===== src/rtl/branch_resolve_ctrl.sv =====
// branch_resolve_ctrl: D-stage branch sequencer (operand wait, compare, PC redirect, statistics)
module branch_resolve_ctrl #(
    parameter int CNT_W = 16
) (
    input  logic             clk,
    input  logic             reset,
    input  logic             flush,
    input  logic             br_valid,
    input  logic [2:0]       br_op,
    input  logic             rs_ready,
    input  logic             rt_ready,
    input  logic [31:0]      pc_d,
    input  logic [15:0]      imm16,
    output logic [2:0]       cmp_op,
    input  logic             cmp_flag,
    output logic             stall_d,
    output logic             redirect_valid,
    output logic [31:0]      redirect_pc,
    output logic [CNT_W-1:0] br_cnt,
    output logic [CNT_W-1:0] taken_cnt,
    output logic [CNT_W-1:0] stall_cnt
);
    typedef enum logic [1:0] {IDLE, WAIT, EVAL} state_t;
    state_t      state;
    logic [2:0]  op_q;
    logic [31:0] tgt_q;
    logic [2:0]  cur_op;
    logic        op_bad;
    logic        ops_ok;
    logic        taken;
    logic [31:0] tgt;
    // Operand readiness, taken decision and target; the target is folded at accept so only one register is kept
    always_comb begin
        cur_op  = (state == IDLE) ? br_op : op_q;
        op_bad  = cur_op[2:1] == 2'b11;
        ops_ok  = op_bad | (rs_ready & ((cur_op[2:1] != 2'b00) | rt_ready));
        taken   = ~op_bad & cmp_flag;
        tgt     = pc_d + 32'd4 + {{14{imm16[15]}}, imm16, 2'b00};
        cmp_op  = cur_op;
        stall_d = ~reset & (((state == IDLE) & br_valid & ~flush) | (state == WAIT));
    end
    // Branch FSM; flush aborts everything and suppresses redirect and counter updates
    always_ff @(posedge clk or posedge reset) begin
        if (reset) begin
            state          <= IDLE;
            op_q           <= '0;
            tgt_q          <= '0;
            redirect_valid <= 1'b0;
            redirect_pc    <= '0;
            br_cnt         <= '0;
            taken_cnt      <= '0;
            stall_cnt      <= '0;
        end else begin
            redirect_valid <= 1'b0;
            if (flush) begin
                state <= IDLE;
            end else begin
                case (state)
                    IDLE: if (br_valid) begin
                        op_q  <= br_op;
                        tgt_q <= tgt;
                        state <= ops_ok ? EVAL : WAIT;
                    end
                    WAIT: begin
                        stall_cnt <= stall_cnt + CNT_W'(1);
                        if (ops_ok) state <= EVAL;
                    end
                    EVAL: begin
                        br_cnt <= br_cnt + CNT_W'(1);
                        if (taken) begin
                            taken_cnt      <= taken_cnt + CNT_W'(1);
                            redirect_valid <= 1'b1;
                            redirect_pc    <= tgt_q;
                        end
                        state <= IDLE;
                    end
                    default: state <= IDLE;
                endcase
            end
        end
    end
endmodule


===== config.mk =====
export PLATFORM = sky130hd
export DESIGN_NAME = branch_resolve_ctrl
export DESIGN_NICKNAME = d
export VERILOG_FILES = /design/src/rtl/branch_resolve_ctrl.sv
export SDC_FILE = /design/constraint.sdc
export NUM_CORES = 1
export LEC_CHECK = 0
export CELL_PAD_IN_SITES_DETAIL_PLACEMENT = 1
export CELL_PAD_IN_SITES_GLOBAL_PLACEMENT = 1
export CORE_MARGIN = 10
export CORE_UTILIZATION = 39
export DETAILED_ROUTE_END_ITERATION = 8
export PLACE_DENSITY_LB_ADDON = 0.1
export SLEW_MARGIN = 25
export SYNTH_ARGS = -nofsm -noshare
export SYNTH_HDL_FRONTEND = slang
export SYNTH_SLANG_ARGS = --single-unit

===== constraint.sdc =====
create_clock -name clk -period 4.4 [get_ports clk]
set_input_delay 0.88 -clock clk [delete_from_list [all_inputs] [get_ports clk]]
set_output_delay 0.88 -clock clk [all_outputs]
set_load 0.01 [all_outputs]

==> out/metrics.yaml <==
cts_resized: 0
grt_pass1_wl_um: 29000
die_h_um: 148
io_pins: 143
start_util_pct: 40.1
tns_ns: 0
nFillCells: 1831
startpoint: "pc_d[3]"
clk_latency_ns: 0.40
end_kind: "flip-flop"
relSlewSlack_pct: 45.6
die_w_um: 148
grt_max_degree: 67
synthDominantCellAreaShare_pct: 46.0
hold_viol: 0
worst_pin_slew_ns: 0.816
routedWlPerCell_um: 16.7
async_reset_ff_share_pct: 100
hp-start: "tgt_q[17]"
status: "completed"
antenna-diode-count: 0
hold_path.class: "reg2reg"
vias: 5268
path_cells: "clkdlybuf4s50_1 -> ha_1 -> ha_1 -> fa_1 -> a21o_1 -> a221oi_2 -> o2bb2ai_2 -> a41o_1 -> a21oi_2 -> o31a_1 -> o21ai_2 -> xnor2_1 -> o21ai_1"
dp_cells: 1017
skew_ns: 0.00623
drv_cap: 0
crit_top_cell: "ha_1"
clockBufferDepth: 2
ir_drop_v: 0.000243
avgSynthCellArea_sq_um: 9.56
layout-drive-gt1-share_pct: 6.49
critPathSlowestCell: "fa_1"
layout.nets: 939
power_density_nw_per_um2: 471
drc_errors: 0
cts_setup_buffers: 0
power.leakage_nw: 4.01
gp_congestion: 0.812
cp-start-kind: "primary input"
grt_overflow_total: 0
rsz0062_at_grt: "no"
r2r_cells: 9
firstDrtPassIters: 4
fmax_ghz: 0.268
syn_nets: 790
ys_seq_area_share_pct: 46.0
synth_area_sq_um: 6420
routed_via_density: 5.03
synthCells: 671
ys_ff_latch: 118
syn2layout_area_growth_pct: 34.3
totalPowerFinal_mw: 4.06
num_rows: 46
synth_area_leaders: "dfrtp_1 46%, ha_1 12%, nand2_1 10%"
design_area_sq_um: 8620
hold_depth: 2
die_area_sq_um: 22000
place_hpwl_um: 13700
synth_ff_type: "dfrtp_1"
core_region_area_sq_um: 16000
crit_required_ns: 4.66
antenna_found_initial: 0
finalCritPeriodShare_pct: 84.7
htreeDepth: 4
clkTransAtPathRegs_ns: 0.06
cts_tree: "done"
synth.distinct_cells: 51
min_period_ns: 3.72
drt_wl_total_um: 17500
cp_slowest_stage_delay_ns: 0.43
pre_cts_slack_ns: 0.220
port_buffers: 142
root_buffer: "clkbuf_16"
yosys_warnings: 0
numClockSinks: 118
drt_iter0_drc: 188
grt_pass1_vias: 5684
reg2reg_from: "state[0]"
yosys.area.top_type: "dfrtp_1"
postPlaceCellArea_sq_um: 8070
gr-usage-all-layers_pct: 16.0
crit_arrival_ns: 3.99
drt.antenna.violating_nets: 0
hold_buffers: 0
numCtsBuffers: 17
synth_edf_count: 0
yosys-top-cells-count: "179 x nand2_1, 118 x dfrtp_1, 60 x ha_1"
path_max_fanout: 5
path_class: "in2reg"
synth_most_common_cell: "nand2_1"
drv_slew: 0
fin_ws_ns: 0.675
setup_violations: 0
final_cell_count_no_fill: 1048
==> state kept, by name, indices dropped and copies added (netlist names) <==
name / cells
redirect_pc: 32
redirect_valid: 1
op_q: 3
stall_cnt: 16
br_cnt: 16
taken_cnt: 16
state: 2
tgt_q: 32
==> worst max-delay path: cells and delay by family <==
| kind | cells | cell delay [ns] |
|---|---|---|
| compound gates | 8 | 1.58 |
| xor+xnor | 1 | 0.15 |
| fa+ha+maj | 3 | 0.97 |
| buf+inv | 1 | 0.41 |
==> report_power, final <==
group / switching, mW / internal, mW / leakage, nW
Clock: 0.469 / 0.771 / 0.257
Combinational: 0.610 / 0.632 / 2.21
Sequential: 0.207 / 1.37 / 1.54
==> area by class of cell <==
type / count / area (sq um) / share of cell area [%]
Clock buffer: 23 / 488 / 5.66
Sequential cell: 118 / 2950 / 34.3
Inverter: 17 / 66.3 / 0.769
Clock inverter: 8 / 50.0 / 0.581
Tap cell: 216 / 270 / 3.14
Timing Repair Buffer: 148 / 1470 / 17.0
Multi-Input combinational cell: 518 / 3320 / 38.6
==> cells in the final DEF, fill, tap and decap left out, types with 5 or more instances in the layout <==
cell type          n
inv_1             14
o21bai_1           5
and3_1             7
buf_4              6
nand2_1          179
mux2_2             5
nand3_1           18
a21oi_1           33
nor2_1            32
clkbuf_16         17
o21ai_0           14
ha_1              60
xor2_1            19
clkdlybuf4s50_1  142
xnor2_1           54
dfrtp_1          118
o21ai_1           23
nand4_1           17
a21o_1            10
==> final timing paths <==
path | endpoint | slack, ns
max | tgt_q[31] | 0.68
min | redirect_pc[17] | 0.47
max reg2reg | taken_cnt[14] | 1.83
min reg2reg | redirect_pc[17] | 0.47
max in group asynchronous | tgt_q[7] | 2.45
min in group asynchronous | stall_cnt[8] | 1.07
==> per-layer routing <==
| metal | track usage (%) | vias up | routed length (um) |
|---|---|---|---|
| met5 | 0 | - | 0 |
| met4 | 4.31 | 0 | 191 |
| met3 | 4.10 | 13 | 702 |
| met2 | 28.7 | 104 | 9050 |
| met1 | 18.4 | 2563 | 7520 |
| li1 | - | 2588 | - |
==> kinds of logic (layout without fill, tap and decap cells) <==
| group | after synthesis | in the layout | synth area share [%] |
|---|---|---|---|
| AOI/OAI and AO/OA | 109 | 109 | 10.7 |
| xor gates and xnor gates | 73 | 73 | 9.96 |
| adders and majority gates | 61 | 61 | 12.0 |
| buffers and inverters | 35 | 196 | 2.42 |
| DFF | 118 | 118 | 46.0 |
| muxes | 5 | 5 | 0.877 |
| and+or+nand+nor | 270 | 270 | 18.0 |
==> per-stage QoR <==
step / utilization, % / hold WS [ns]
3_3_place_gp: 50.4 / 0.450
4_1_cts: 53.8 / 0.471
2_1_floorplan: - / 0.439
5_1_grt: 53.9 / 0.491
3_5_place_dp: 50.4 / 0.454
6_report: 53.9 / 0.468
(Power assumes the default switching activity.)
